## src/rtl/scan_decoder_pkg.sv

```systemverilog
// Shared definitions for scan_decoder: geometry defaults, character codes, the 14-segment
// glyph table and the FSM states. Bit 13 is segment a; bits 5..0 are h,i,j,k,l,m (diagonals/centre).
package scan_decoder_pkg;

    localparam int DIGITS_DEF = 12;
    localparam int SEG_W_DEF  = 14;

    localparam logic [5:0] CODE_DIGIT0 = 6'd0;
    localparam logic [5:0] CODE_A      = 6'd10;
    localparam logic [5:0] CODE_NTILDE = 6'd36;
    localparam logic [5:0] CODE_BLANK  = 6'd37;
    localparam logic [5:0] CODE_UNK    = 6'd63;

    localparam logic [13:0] G_0      = 14'b11111100001001;
    localparam logic [13:0] G_1      = 14'b01100000000000;
    localparam logic [13:0] G_2      = 14'b11011011000000;
    localparam logic [13:0] G_3      = 14'b11110001000000;
    localparam logic [13:0] G_4      = 14'b01100111000000;
    localparam logic [13:0] G_5      = 14'b10110111000000;  // also the S glyph
    localparam logic [13:0] G_6      = 14'b10111111000000;
    localparam logic [13:0] G_7      = 14'b11100000000000;
    localparam logic [13:0] G_8      = 14'b11111111000000;
    localparam logic [13:0] G_9      = 14'b11110111000000;
    localparam logic [13:0] G_A      = 14'b11101111000000;
    localparam logic [13:0] G_B      = 14'b11110001010010;
    localparam logic [13:0] G_C      = 14'b10011100000000;
    localparam logic [13:0] G_D      = 14'b11110000010010;
    localparam logic [13:0] G_E      = 14'b10011110000000;
    localparam logic [13:0] G_F      = 14'b10001110000000;
    localparam logic [13:0] G_G      = 14'b10111101000000;
    localparam logic [13:0] G_H      = 14'b01101111000000;
    localparam logic [13:0] G_I      = 14'b10010000010010;
    localparam logic [13:0] G_J      = 14'b01111000000000;
    localparam logic [13:0] G_K      = 14'b00001110001100;
    localparam logic [13:0] G_L      = 14'b00011100000000;
    localparam logic [13:0] G_M      = 14'b01101100101000;
    localparam logic [13:0] G_N      = 14'b01101100100100;
    localparam logic [13:0] G_O      = 14'b11111100000000;
    localparam logic [13:0] G_P      = 14'b11001111000000;
    localparam logic [13:0] G_Q      = 14'b11111100000100;
    localparam logic [13:0] G_R      = 14'b11001111000100;
    localparam logic [13:0] G_T      = 14'b10000000010010;
    localparam logic [13:0] G_U      = 14'b01111100000000;
    localparam logic [13:0] G_V      = 14'b00001100001001;
    localparam logic [13:0] G_W      = 14'b01101100000101;
    localparam logic [13:0] G_X      = 14'b00000000101101;
    localparam logic [13:0] G_Y      = 14'b00000000101010;
    localparam logic [13:0] G_Z      = 14'b10010000001001;
    localparam logic [13:0] G_NTILDE = 14'b11101100100100;
    localparam logic [13:0] G_BLANK  = 14'b00000000000000;

    typedef enum logic [1:0] {HUNT, CAPTURE, DRAIN} state_t;

endpackage

```

## src/rtl/seg14_to_code.sv

```systemverilog
// Combinational 14-segment pattern to 6-bit character code lookup; unrecognised patterns give CODE_UNK.
module seg14_to_code
    import scan_decoder_pkg::*;
#(
    parameter int SEG_W = SEG_W_DEF
) (
    input  logic [SEG_W-1:0] seg,
    output logic [5:0]       code
);

    always_comb begin
        case (seg)
            G_0:      code = CODE_DIGIT0;
            G_1:      code = CODE_DIGIT0 + 6'd1;
            G_2:      code = CODE_DIGIT0 + 6'd2;
            G_3:      code = CODE_DIGIT0 + 6'd3;
            G_4:      code = CODE_DIGIT0 + 6'd4;
            G_5:      code = CODE_DIGIT0 + 6'd5;  // S shares this glyph and reads as the digit
            G_6:      code = CODE_DIGIT0 + 6'd6;
            G_7:      code = CODE_DIGIT0 + 6'd7;
            G_8:      code = CODE_DIGIT0 + 6'd8;
            G_9:      code = CODE_DIGIT0 + 6'd9;
            G_A:      code = CODE_A;
            G_B:      code = CODE_A + 6'd1;
            G_C:      code = CODE_A + 6'd2;
            G_D:      code = CODE_A + 6'd3;
            G_E:      code = CODE_A + 6'd4;
            G_F:      code = CODE_A + 6'd5;
            G_G:      code = CODE_A + 6'd6;
            G_H:      code = CODE_A + 6'd7;
            G_I:      code = CODE_A + 6'd8;
            G_J:      code = CODE_A + 6'd9;
            G_K:      code = CODE_A + 6'd10;
            G_L:      code = CODE_A + 6'd11;
            G_M:      code = CODE_A + 6'd12;
            G_N:      code = CODE_A + 6'd13;
            G_O:      code = CODE_A + 6'd14;
            G_P:      code = CODE_A + 6'd15;
            G_Q:      code = CODE_A + 6'd16;
            G_R:      code = CODE_A + 6'd17;
            G_T:      code = CODE_A + 6'd19;
            G_U:      code = CODE_A + 6'd20;
            G_V:      code = CODE_A + 6'd21;
            G_W:      code = CODE_A + 6'd22;
            G_X:      code = CODE_A + 6'd23;
            G_Y:      code = CODE_A + 6'd24;
            G_Z:      code = CODE_A + 6'd25;
            G_NTILDE: code = CODE_NTILDE;
            G_BLANK:  code = CODE_BLANK;
            default:  code = CODE_UNK;
        endcase
    end

endmodule

```

## src/rtl/scan_decoder.sv

```systemverilog
// Captures one frame from a multiplexed 14-segment scan and replays it as a valid/ready character stream.
// Optional SCAN_CHANGE_FILTER_EN suppresses draining a frame identical to the last one emitted.
module scan_decoder
    import scan_decoder_pkg::*;
#(
    parameter int DIGITS = DIGITS_DEF,
    parameter int SEG_W  = SEG_W_DEF
) (
    input  logic              clk,
    input  logic              rst,
    input  logic              sample_en,
    input  logic [DIGITS-1:0] sel_in,
    input  logic [SEG_W-1:0]  segm_in,
    output logic              char_valid,
    input  logic              char_ready,
    output logic [5:0]        char_code,
    output logic [3:0]        char_pos,
    output logic              frame_done,
    output logic              err_seq,
    output logic              err_glyph,
    output logic [7:0]        drop_cnt
);

    localparam logic [3:0] LAST_POS = 4'(DIGITS - 1);

    state_t     state_q, state_d;
    logic [3:0] exp_q, exp_d, pos_q, pos_d;
    logic       valid_d, frame_done_d, err_seq_d, err_glyph_d, prev_first_q;
    logic [7:0] drop_d;
    logic [5:0] code_w;
    logic [5:0] frame_q [DIGITS];
    logic       wr_en;
    logic [3:0] wr_pos;
    logic       sel_first, sel_exp, sel_held, frame_match;

    seg14_to_code #(.SEG_W(SEG_W)) u_lut (.seg(segm_in), .code(code_w));

    assign sel_first = (sel_in == DIGITS'(1));
    assign sel_exp   = (sel_in == (DIGITS'(1) << exp_q));
    assign sel_held  = (sel_in == (DIGITS'(1) << (exp_q - 4'd1)));

`ifdef SCAN_CHANGE_FILTER_EN
    logic [5:0] last_q [DIGITS];
    logic       have_last_q;
    logic       enter_drain;

    assign enter_drain = (state_q == CAPTURE) && (state_d == DRAIN);

    // The position being sampled right now is not in frame_q yet, so compare it from the LUT.
    always_comb begin
        frame_match = have_last_q && (code_w == last_q[DIGITS-1]);
        for (int i = 0; i < DIGITS - 1; i++)
            if (frame_q[i] != last_q[i]) frame_match = 1'b0;
    end

    always_ff @(posedge clk) begin
        if (rst) have_last_q <= 1'b0;
        else if (enter_drain) have_last_q <= 1'b1;
    end

    always_ff @(posedge clk) begin
        if (enter_drain)
            for (int i = 0; i < DIGITS; i++)
                last_q[i] <= (i == DIGITS - 1) ? code_w : frame_q[i];
    end
`else
    assign frame_match = 1'b0;
`endif

    always_comb begin
        // NOTE: every comb output gets a default first so no path leaves it unassigned (no latch).
        state_d      = state_q;
        exp_d        = exp_q;
        pos_d        = pos_q;
        valid_d      = char_valid;
        drop_d       = drop_cnt;
        frame_done_d = 1'b0;
        err_seq_d    = 1'b0;
        wr_en        = 1'b0;
        wr_pos       = exp_q;
        case (state_q)
            HUNT: begin
                if (sample_en && sel_first) begin
                    wr_en   = 1'b1;
                    wr_pos  = 4'd0;
                    exp_d   = 4'd1;
                    state_d = CAPTURE;
                end
            end
            CAPTURE: begin
                if (sample_en && sel_exp) begin
                    wr_en = 1'b1;
                    if (exp_q == LAST_POS) begin
                        frame_done_d = 1'b1;
                        exp_d        = 4'd0;
                        if (frame_match) begin
                            state_d = HUNT;
                        end else begin
                            state_d = DRAIN;
                            valid_d = 1'b1;
                            pos_d   = 4'd0;
                        end
                    end else begin
                        exp_d = exp_q + 4'd1;
                    end
                end else if (sample_en && !sel_held) begin
                    err_seq_d = 1'b1;
                    if (sel_first) begin
                        wr_en  = 1'b1;
                        wr_pos = 4'd0;
                        exp_d  = 4'd1;
                    end else begin
                        exp_d   = 4'd0;
                        state_d = HUNT;
                    end
                end
            end
            DRAIN: begin
                if (char_valid && char_ready) begin
                    if (pos_q == LAST_POS) begin
                        valid_d = 1'b0;
                        pos_d   = 4'd0;
                        state_d = HUNT;
                    end else begin
                        pos_d = pos_q + 4'd1;
                    end
                end
                // A fresh position-0 sample marks the start of a frame we cannot accept.
                if (sample_en && sel_first && !prev_first_q && drop_cnt != 8'hFF)
                    drop_d = drop_cnt + 8'd1;
            end
            default: state_d = HUNT;
        endcase
        err_glyph_d = wr_en && (code_w == CODE_UNK);
    end

    // NOTE: state registers use non-blocking assignments so every register sees pre-edge values.
    always_ff @(posedge clk) begin
        if (rst) begin
            state_q      <= HUNT;
            exp_q        <= 4'd0;
            pos_q        <= 4'd0;
            char_valid   <= 1'b0;
            frame_done   <= 1'b0;
            err_seq      <= 1'b0;
            err_glyph    <= 1'b0;
            drop_cnt     <= 8'd0;
            prev_first_q <= 1'b0;
        end else begin
            state_q    <= state_d;
            exp_q      <= exp_d;
            pos_q      <= pos_d;
            char_valid <= valid_d;
            frame_done <= frame_done_d;
            err_seq    <= err_seq_d;
            err_glyph  <= err_glyph_d;
            drop_cnt   <= drop_d;
            if (sample_en) prev_first_q <= sel_first;
        end
    end

    // NOTE: the frame buffer has no reset; it is only read after being fully written by a capture.
    always_ff @(posedge clk) begin
        if (wr_en) frame_q[wr_pos] <= code_w;
    end

    assign char_code = char_valid ? frame_q[pos_q] : 6'd0;
    assign char_pos  = pos_q;

endmodule

```

## config.mk

```make
export PLATFORM = sky130hd
export DESIGN_NAME = scan_decoder
export DESIGN_NICKNAME = d
export VERILOG_FILES = /design/src/rtl/scan_decoder_pkg.sv /design/src/rtl/seg14_to_code.sv /design/src/rtl/scan_decoder.sv
export SDC_FILE = /design/constraint.sdc
export NUM_CORES = 1
export LEC_CHECK = 0
export ABC_AREA = 1
export CAP_MARGIN = 20
export CORE_ASPECT_RATIO = 0.6
export CORE_MARGIN = 2
export CORE_UTILIZATION = 30
export DETAILED_ROUTE_END_ITERATION = 16
export PLACE_DENSITY = 0.53
export SETUP_SLACK_MARGIN = 0.15
export SYNTH_ARGS = -nofsm -noshare
export SYNTH_HDL_FRONTEND = slang
export SYNTH_HIERARCHICAL = 1
export SYNTH_SLANG_ARGS = --single-unit
```

## constraint.sdc

```tcl
create_clock -name clk -period 2.7 [get_ports clk]
set_clock_uncertainty 0.1 [all_clocks]
set_input_delay 0.54 -clock clk [delete_from_list [all_inputs] [get_ports clk]]
set_output_delay 0.54 -clock clk [all_outputs]
set_load 0.02 [all_outputs]
```

==> results.cfg <==
[detailed_routing]
num_vias = 5878
drc = 0
drt-total-wl_mm = 19.3
antenna_left = 0
dr.pass1.iters = 5
wl_per_cell_um = 15.8
dr.first_iter.drc_count = 543
avgViaCountPerCell = 4.82

[synthesis]
synth-edff-count = 72
synth_fp_nets = 831
yosysWarningCount = 6
synth-seq-area-share_pct = 45.4
synth_top_family_by_area = simple AND/OR/NAND/NOR gates
yosys.area_share.simple_pct = 36.5
synth_compound_area_share_pct = 9.30
synthMuxAreaShare_pct = 0
syn_area_per_cell_um2 = 7.51
synthArstFlopShare_pct = 0
syn-cell-area_mm2 = 0.00595
synthXorXnorAreaFrac_pct = 1.03
synthAdderAreaFrac_pct = 1.89
ys_ff_latch = 99
synth-main-ff-cell = edfxtp_1
synth_cell_types = 38
synthCells = 792

[critical_path]
cp-start-kind = flip-flop
worstSetupEndpointType = primary output
worstPathRequired_ns = 2.06
worst-endpoint-arrival_ns = 1.98
crit_type = reg -> out
path_max_fanout = 18

[cts]
cts_tree = built
clkLatencyLatePin_ns = 0.35
numCtsBuffers = 9
clkTransAtPathRegs_ns = 0.07
cts_buffer_depth = 2
root_buffer = clkbuf_16
cts_sinks = 99
htreeDepth = 3
cts_hold_buf = 0

[flow_run]
cap_viol_max_count = 0

[layout]
layout-drive-gt1-share_pct = 28.9
final_net_count = 986
area_growth_pct = 44.6
final_util_pct = 44.7
final_cell_count_no_fill = 1219

[power]
vdd_drop_max_v = 0.000330
p_seq_share_pct = 51.5
p_int_mw = 2.41
swShare_pct = 22.5
power.share.combinational_pct = 6.3
p_switching_uw = 701
power_density_mw_per_mm2 = 362
p_leak_nw = 3.68
clockPowerShare_pct = 42.2

[placement]
dp_hpwl_mm = 14.5
dp_slack_ns = -0.259
place_congestion = 0.955
numPortBuffers = 51
post-place-cells = 1191

[sta]
setup_slack_ns = 0.0784
fin_crit_sh_pct = 97.1
hold_viol = 0
drv_slew = 0
setup_viol = 0
fmax_mhz = 381
holdWs_ns = 0.398
rsz0062_at_grt = yes
finalSetupTns_ns = 0
finalCriticalPeriod_ns = 2.62
relSlewSlack_pct = 68.3
tightest_slew_ns = 0.474

[floorplanning]
design.core.area_mm2 = 0.0192
die_y_um = 113
die_area_mm2 = 0.0210
die_x_um = 186
ios = 52
rows = 39
start_util_pct = 30.9

[global_route]
grt_use_total_pct = 18.2
grt_start_max_net_pins = 37
grt_pass1_wl_mm = 29.3
grt_pass1_vias = 5332
overflow = 0
antenna_found_initial = 0

[status]
status = completed

[worst_hold_path]
worst_hold_path_type = reg -> reg
-- metrics by stage --
stage | instance area (um^2) | total power, mW
after floorplan | 5970 | 1.72
after global placement | 7540 | 1.83
after detailed placement | 7540 | 1.83
after CTS | 8020 | 3.13
after global routing | 8600 | 3.23
final | 8600 | 3.11
-- layout by cell type (no fill, tap or decap), types with 7 or more instances in the layout --
master           Yosys  routed
edfxtp_1            72      72
buf_4                0      87
o22ai_1             15      14
a21oi_1             21      18
nand3_1             39      35
buf_12               0       9
clkbuf_16            0      12
inv_1               70      62
nand2_1            212     187
o21ai_0             48      28
nand4_1             20      20
clkdlybuf4s50_1      0      44
inv_2                3       8
dfxtp_1             27      22
buf_6                2      14
nor2_1             147     122
nor2_4               2      21
o21ai_1              2      17
nor2_2              21      27
nand2_4              2      10
nor3_1              11       7
nand2_2             13      28
-- worst max-delay path, cell delays in order, from the launching register on --
cell,delay (ns)
dfxtp_4,0.38
clkinvlp_4,0.17
buf_12,0.17
clkbuf_16,0.18
o21ai_2,0.14
o22ai_1,0.09
o21ai_1,0.21
a31oi_1,0.09
buf_4,0.20
-- synthesized netlist by cell type (all sizes together) (3+ instances only) --
cell type,n,area [um^2]
o221ai,3,26.3
nor2,172,746
nor4,6,37.5
nand3,43,235
dfxtp,27,541
nand4,20,125
inv,73,274
edfxtp,72,2160
nor3,12,65.1
ha,9,113
a21oi,21,105
xor2,6,52.6
o22ai,15,93.8
buf,3,26.3
nand3b,5,37.5
nand2,227,900
o21ai,51,259
clkbuf,11,41.3
a31oi,6,37.5
-- routing by layer --
layer	GRT usage, %	wire [um]	share of wire, %
met1	30.9	10900	57
met2	22.5	6970	36
met3	4.60	1270	6.6
met4	2.62	90	0.47
met5	0	0	0
-- cells by family (layout without fill, tap and decap cells) --
group,after synthesis,after routing
buffers and inverters,88,247
xor gates and xnor gates,7,7
adders and majority gates,9,9
and+or+nand+nor,489,490
AOI/OAI and AO/OA,100,100
other,0,1
DFF,99,99
-- power groups by stage --
stage	Clock (mW)	Combinational [mW]	Sequential, mW
final	1.31	0.195	1.60
after global routing	1.41	0.214	1.60
after CTS	1.33	0.188	1.61
after detailed placement	0	0.186	1.64
after global placement	0	0.187	1.64
after floorplan	0	0.0756	1.64
-- layout make-up --
| type | instances | area (um^2) |
|---|---|---|
| timing repair buffer | 157 | 1490 |
| tap | 266 | 333 |
| multi-input combinational | 606 | 3460 |
| clock inverter | 5 | 41.3 |
| antenna | 1 | 2.50 |
| clock buffer | 11 | 264 |
| fill | 1924 | 10600 |
| sequential | 99 | 2720 |
| inverter | 74 | 292 |
-- repair_timing --
action	in CTS	in global routing
cloned	0	3
endpoints found under the setup margin	82	168
buffers inserted	1	7
resized for setup	70	141
pin swaps	6	24
-- registers in the layout, indices dropped and copies added (netlist names), named ones only --
register,cells
state_q,2
err_seq,1
char_pos,4
prev_first_q,1
err_glyph,1
drop_cnt,8
frame_q,72
frame_done,1
exp_q,4
char_valid,1
-- path summary, 6_finish.rpt --
kind	start	end	slack, ns	cells after the start
setup / recovery	flip-flop	char_code[0]	0.08	8
hold / removal	prev_first_q	prev_first_q	0.40	2
setup reg to reg	exp_q[0]	frame_q[2][3]	0.08	16
hold reg to reg	prev_first_q	prev_first_q	0.40	2
Power figures use the tool's default switching activity.
==> patch 1 (config.mk and constraints unchanged) <==
Change the package constant `SEG_W_DEF` from 14 to 18.
--- a/src/rtl/scan_decoder_pkg.sv
+++ b/src/rtl/scan_decoder_pkg.sv
@@ -4,5 +4,5 @@
 
     localparam int DIGITS_DEF = 12;
-    localparam int SEG_W_DEF  = 14;
+    localparam int SEG_W_DEF  = 18;
 
     localparam logic [5:0] CODE_DIGIT0 = 6'd0;
Interface: changed (resized segm_in); port bits go from 52 to 56. The function was not compared with the original's and may differ.
==> patch 1 against the unedited design <==
Setup slack better by 8.2 ps. Area after synthesis up 1.4%. Power up 4.8%. Wire length up 0.81%. Design area up 0.83%. Clock power up 11%. Sequential cell count unchanged. Highest routed layer unchanged.
==> patch 1: results (changes against the unedited design) <==
The run finished with clean final reports. Final net count: 1007 (+2.1%). In this run the worst hold path is classified as flop to flop. The logs give 18.6% (+0.37 points) for the global routing usage summed across all routing layers and 6 (unchanged) for the number of warnings reported in the yosys synthesis log.

The longest individual stage delay on the worst path is 380 ps (about the same). The violation count after the first detailed-routing iteration came out at 555 (+2.2%). For the global placement routability congestion, the log shows 0.946 (-0.87%). The commonest cells after synthesis are sky130_fd_sc_hd__nand2_1 (187), sky130_fd_sc_hd__nor2_1 (144), sky130_fd_sc_hd__edfxtp_1 (72). The wire length per cell came out at 15.6 um (-1.1%). The run gives 0 (-1) as the count of inserted antenna diode cells.

The run gives 9 (unchanged) as the total CTS buffers. The worst register-to-register path begins at exp_q[1]. The number of flops mapped to enable cells by yosys came out at 72 (unchanged). The run gives 44.8% (-0.63 points) as the sequential area share after synthesis. The global-route wire length before repair was 30700 um (+4.7%); the number of vias per cell after detailed routing was 4.87 (+0.95%). The tools report the largest voltage drop on the vdd net as 350 uV (+6.3%). The length in cells of the worst reg-to-reg path is 18 (+2).

The number of cells on the worst hold path works out to 2 (unchanged). The number of port buffers works out to 55 (+7.8%). Via count of the first global-routing pass: 5498 (+3.1%). The minimum setup slack among reg-to-reg paths came out at 90 ps. The cell type of the slowest stage on the worst timing path was sky130_fd_sc_hd__dfxtp_4.

The maximum number of pins on one net before global-route repair is 37 (unchanged). The worst-margin pin slew was 427 ps (-46.6 ps). The launch instance of the worst min-delay path is drop_cnt[4]. The run gives 5 (unchanged) as the detailed-router iteration count before antenna repair. The fraction of final layout cells with drive strength greater than 1 was 28.0% (-0.92 points).

The dominant synthesized flop cell was sky130_fd_sc_hd__edfxtp_1. The run gives 3 (unchanged) as the number of levels in the clock H-tree. The endpoint identified for the worst register-to-register timing path is frame_q[6][3].

The logs give 0 (unchanged) for the initial antenna violation count and 2 (unchanged) for the maximum count of clock buffers along a single path. Root buffer cell: sky130_fd_sc_hd__clkbuf_16. The HPWL reported at the end of detailed placement was 14900 um (+2.4%). Cell leakage power: 0.00371 uW (+0.98%). The clock input transition at the sequential cells of the worst setup and hold paths was 70 ps (about the same); the clock latency reported for the late side of the worst-skew pair was 350 ps (about the same).

Number of distinct library cells after synthesis: 37 (-2.6%). The kind of critical path is flop to flop. The peak fanout along the critical path was 6 (-12).

The count of endpoints failing hold in the final timing report is 0 (unchanged). The net count of the mapped netlist is 842 (+1.3%). Ranked by total cell area, the synthesized netlist is headed by sky130_fd_sc_hd__edfxtp_1 (36%), sky130_fd_sc_hd__nand2_1 (12%), sky130_fd_sc_hd__dfxtp_1 (9.0%). The path with the worst hold slack has its endpoint at drop_cnt[4]. The proportion of synthesized flip-flops having asynchronous set or reset came out at 0% (unchanged). In the final layout, the registers with the most flip-flops are frame_q x72, drop_cnt x8.
## patch 1: changes by cell type after synthesis, sizes merged, moves of 2 or more
cell    before  now
nor2       172  170
nand4       20   15
and2         2    0
nand3       43   77
nand2      227  199
nand3b       5    9
## patch 1: per-stage QoR
step / instances / setup WS, ps / area [um^2] / hold WS, ps / power (uW)
finish: 1242 / 86.6 / 8670 / 392 / 3260
global route: 1242 / -64.0 / 8670 / 423 / 3370
CTS: 1240 / 111 / 8480 / 391 / 3290
detailed placement: 1214 / -274 / 7810 / 378 / 1840
global placement: 1214 / -235 / 7810 / 372 / 1840
floorplan: 799 / 104 / 6060 / 344 / 1720
## patch 1: worst max path at each step
stage	to	slack, ps	cells past startpoint
after floorplan	frame_q[10][0]	100	13
after global placement	frame_q[8][2]	-240	12
after detailed placement	frame_q[2][3]	-270	13
after CTS	frame_q[6][3]	110	19
after global routing	frame_q[6][3]	-60	18
final	frame_q[6][3]	90	18
## patch 1: layer usage
metal	vias up	share of wire (%)	routed length, um	GRT usage (%)
met5	-	0	0	0
met4	0	0.64	124	3.02
met3	11	7.8	1510	4.74
met2	221	37	7200	23.5
met1	2785	55	10600	30.8
li1	3029	-	-	-
## patch 1: power breakdown
part           leakage [uW]  internal [uW]  total [uW]  switching [uW]
clock              0.000164            831        1450             617
sequential          0.00107           1600        1600          0.0247
combinational       0.00248           99.9         211             111
total               0.00371           2540        3260             728
## patch 1: area by class of cell
| type | count | area, um^2 |
|---|---|---|
| clock buffer | 9 | 225 |
| timing repair buffer | 168 | 1600 |
| tap | 273 | 342 |
| clock inverter | 7 | 105 |
| fill | 1983 | 11200 |
| inverter | 75 | 292 |
| sequential | 99 | 2720 |
| multi-input combinational | 611 | 3400 |
## patch 1: what timing repair did
action / CTS / global route
cloned: 1 / 0
gates resized for setup: 93 / 64
pin swaps: 14 / 23
setup buffers: 9 / 2
setup endpoints to repair: 79 / 169
## patch 1: kinds of logic (layout without fill, tap and decap cells)
| group | after synthesis | after routing | share of synthesized area [%] |
|---|---|---|---|
| buf+inv | 90 | 259 | 5.98 |
| simple gates | 493 | 494 | 37.1 |
| fa+ha+maj | 9 | 9 | 1.87 |
| compound gates | 101 | 101 | 9.25 |
| flops | 99 | 99 | 44.8 |
| xor+xnor | 7 | 7 | 1.02 |
## patch 1: worst max-delay path: cells and delay by family, from the launching register on
| kind | cells | cell delay (ps) |
|---|---|---|
| AND/OR/NAND/NOR | 13 | 1250 |
| buffers and inverters | 4 | 420 |
| flip-flops | 1 | 380 |
| adder cells (fa/ha/maj) | 1 | 150 |
==> patch 2 (same settings) <==
Made on the original files. Remove the register `err_glyph`: a continuous assignment takes its place, so the output `err_glyph` follows one clock earlier.
--- a/src/rtl/scan_decoder.sv
+++ b/src/rtl/scan_decoder.sv
@@ -144,5 +144,4 @@
             frame_done   <= 1'b0;
             err_seq      <= 1'b0;
-            err_glyph    <= 1'b0;
             drop_cnt     <= 8'd0;
             prev_first_q <= 1'b0;
@@ -154,9 +153,10 @@
             frame_done <= frame_done_d;
             err_seq    <= err_seq_d;
-            err_glyph  <= err_glyph_d;
             drop_cnt   <= drop_d;
             if (sample_en) prev_first_q <= sel_first;
         end
     end
+
+    assign err_glyph = err_glyph_d;
 
     // NOTE: the frame buffer has no reset; it is only read after being fully written by a capture.
Formal check against the unedited RTL: not equivalent (Yosys sat finds a counterexample within 4 cycles, from zero or initial values and one cycle with rst high).
==> patch 2 against the unedited design <==
Wire length is 5.7% lower. Hold slack worse by 29 ps. Synthesized cell count rose by 2.1%. Power down 0.85%. Area after synthesis fell by 0.21%. Clock power fell by 4%. Critical endpoint is now err_glyph. Critical path type is now input port to output pin. Fmax is 16% lower. The run now ends with negative setup slack left. Sequential cell count shrank 1. Sequential share of layout area decreased by 1.6 points. Design area grew 4.3%. Setup slack lost 500 ps.
==> patch 2: results (changes against the unedited design) <==
The flow ran to the end, but the final reports show violations. The checks that failed: negative setup slack. Final setup violation count: 74 (+74). The violation count after the first detailed-routing iteration is 501 (-7.7%), and the area share of fa/ha/maj cells after synthesis is 1.90% (+0.0040 points). For the global-route wire length before repair, the log shows 29600 um (+0.82%). The slowest stage of the critical path belongs to the cell sky130_fd_sc_hd__nor3b_4.

The tools report the aggregate routed wire length as 18200 um (-5.7%). Following the worst setup path forward leads to its endpoint at err_glyph. The maximum number of pins on one net before global-route repair is 33 (-11%). The worst slew slack as a fraction of its limit is 69.1% (+0.81 points), and the combinational share of power is 7.5% (+1.2 points). The number of distinct library cells after synthesis was 36 (-5.3%); the power dissipated in the clock network was 1260 uW (-4%).

The tools report the terminus of the critical flop-to-flop path as frame_q[10][5]. Final net count: 1048 (+6.3%). For the power dissipated by switching net loads, the log shows 730 uW (+4.2%).

The max-cap check violation count was 0 (unchanged); the length in cells of the worst reg-to-reg path was 22 (+6). By count the netlist is led by sky130_fd_sc_hd__nand2_1 (226), sky130_fd_sc_hd__nor2_1 (155), sky130_fd_sc_hd__inv_1 (82). The net count of the mapped netlist came out at 848 (+2.0%). Grouping stages by cell kind, the critical path spends the most delay in simple AND/OR/NAND/NOR gates. The tools report the sequential area share after synthesis as 45.2% (-0.24 points). The global routing usage summed across all routing layers is 18.0% (-0.24 points).

The cell leakage power is 0.00397 uW (+8.0%). The longest individual stage delay on the worst path was 260 ps (-120 ps). The tools report the global placement routability congestion as 0.959 (+0.44%). The post-route setup TNS is -16950 ps (-16950 ps), and the peak fanout along the critical path is 4 (-14). The run gives 272 uV (-17%) as the largest voltage drop on the vdd net. The fraction of final layout cells with drive strength greater than 1 works out to 35.4% (+6.5 points). Minimum setup slack among reg-to-reg paths: -290 ps (-370 ps).

The tools report the final worst setup slack as -423 ps (-501 ps). The wire length per cell was 14.2 um (-10%). The logs give 13500 um (-6.6%) for the HPWL reported at the end of detailed placement and 1929 (+0.26%) for the number of inserted filler cells in the final layout. By area the synthesized netlist is led by sky130_fd_sc_hd__edfxtp_1 (36%), sky130_fd_sc_hd__nand2_1 (14%), sky130_fd_sc_hd__nor2_1 (9.8%).

The data arrival time of the critical path was 2480 ps (+500 ps); the average size of a mapped cell was 7.34 um^2 (-2.3%). Via count of the first global-routing pass: 5700 (+6.9%).
patch 2: per-layer routing:
layer / global-route usage [%] / vias to the layer above / part of all wire, %
met5: 0 / - / 0
met4: 2.47 / 0 / 0.23
met3: 4.57 / 8 / 7.8
met2: 24.3 / 175 / 39
met1: 28.9 / 2751 / 53
li1: - / 3060 / -
patch 2: area by class of cell:
cell class                      instances  area, um^2  area share, %
Clock buffer                            9         225           2.51
Tap cell                              266         333           3.71
Clock inverter                          7        78.8          0.879
Multi-Input combinational cell        613        3520           39.2
Timing Repair Buffer                  201        1790           19.9
Inverter                               86         332           3.70
Sequential cell                        98        2700           30.1
patch 2: per-stage QoR:
stage               util (%)  worst slack (ps)  cell area (um^2)  power (uW)  hold slack, ps
floorplan                  -              79.5              6030        1710             343
global placement        41.3             -1330              7930        1840             355
detailed placement      41.3             -1270              7930        1840             367
CTS                     45.7              -350              8780        3110             377
global route            46.7              -528              8970        3200             408
finish                  46.7              -423              8970        3090             369
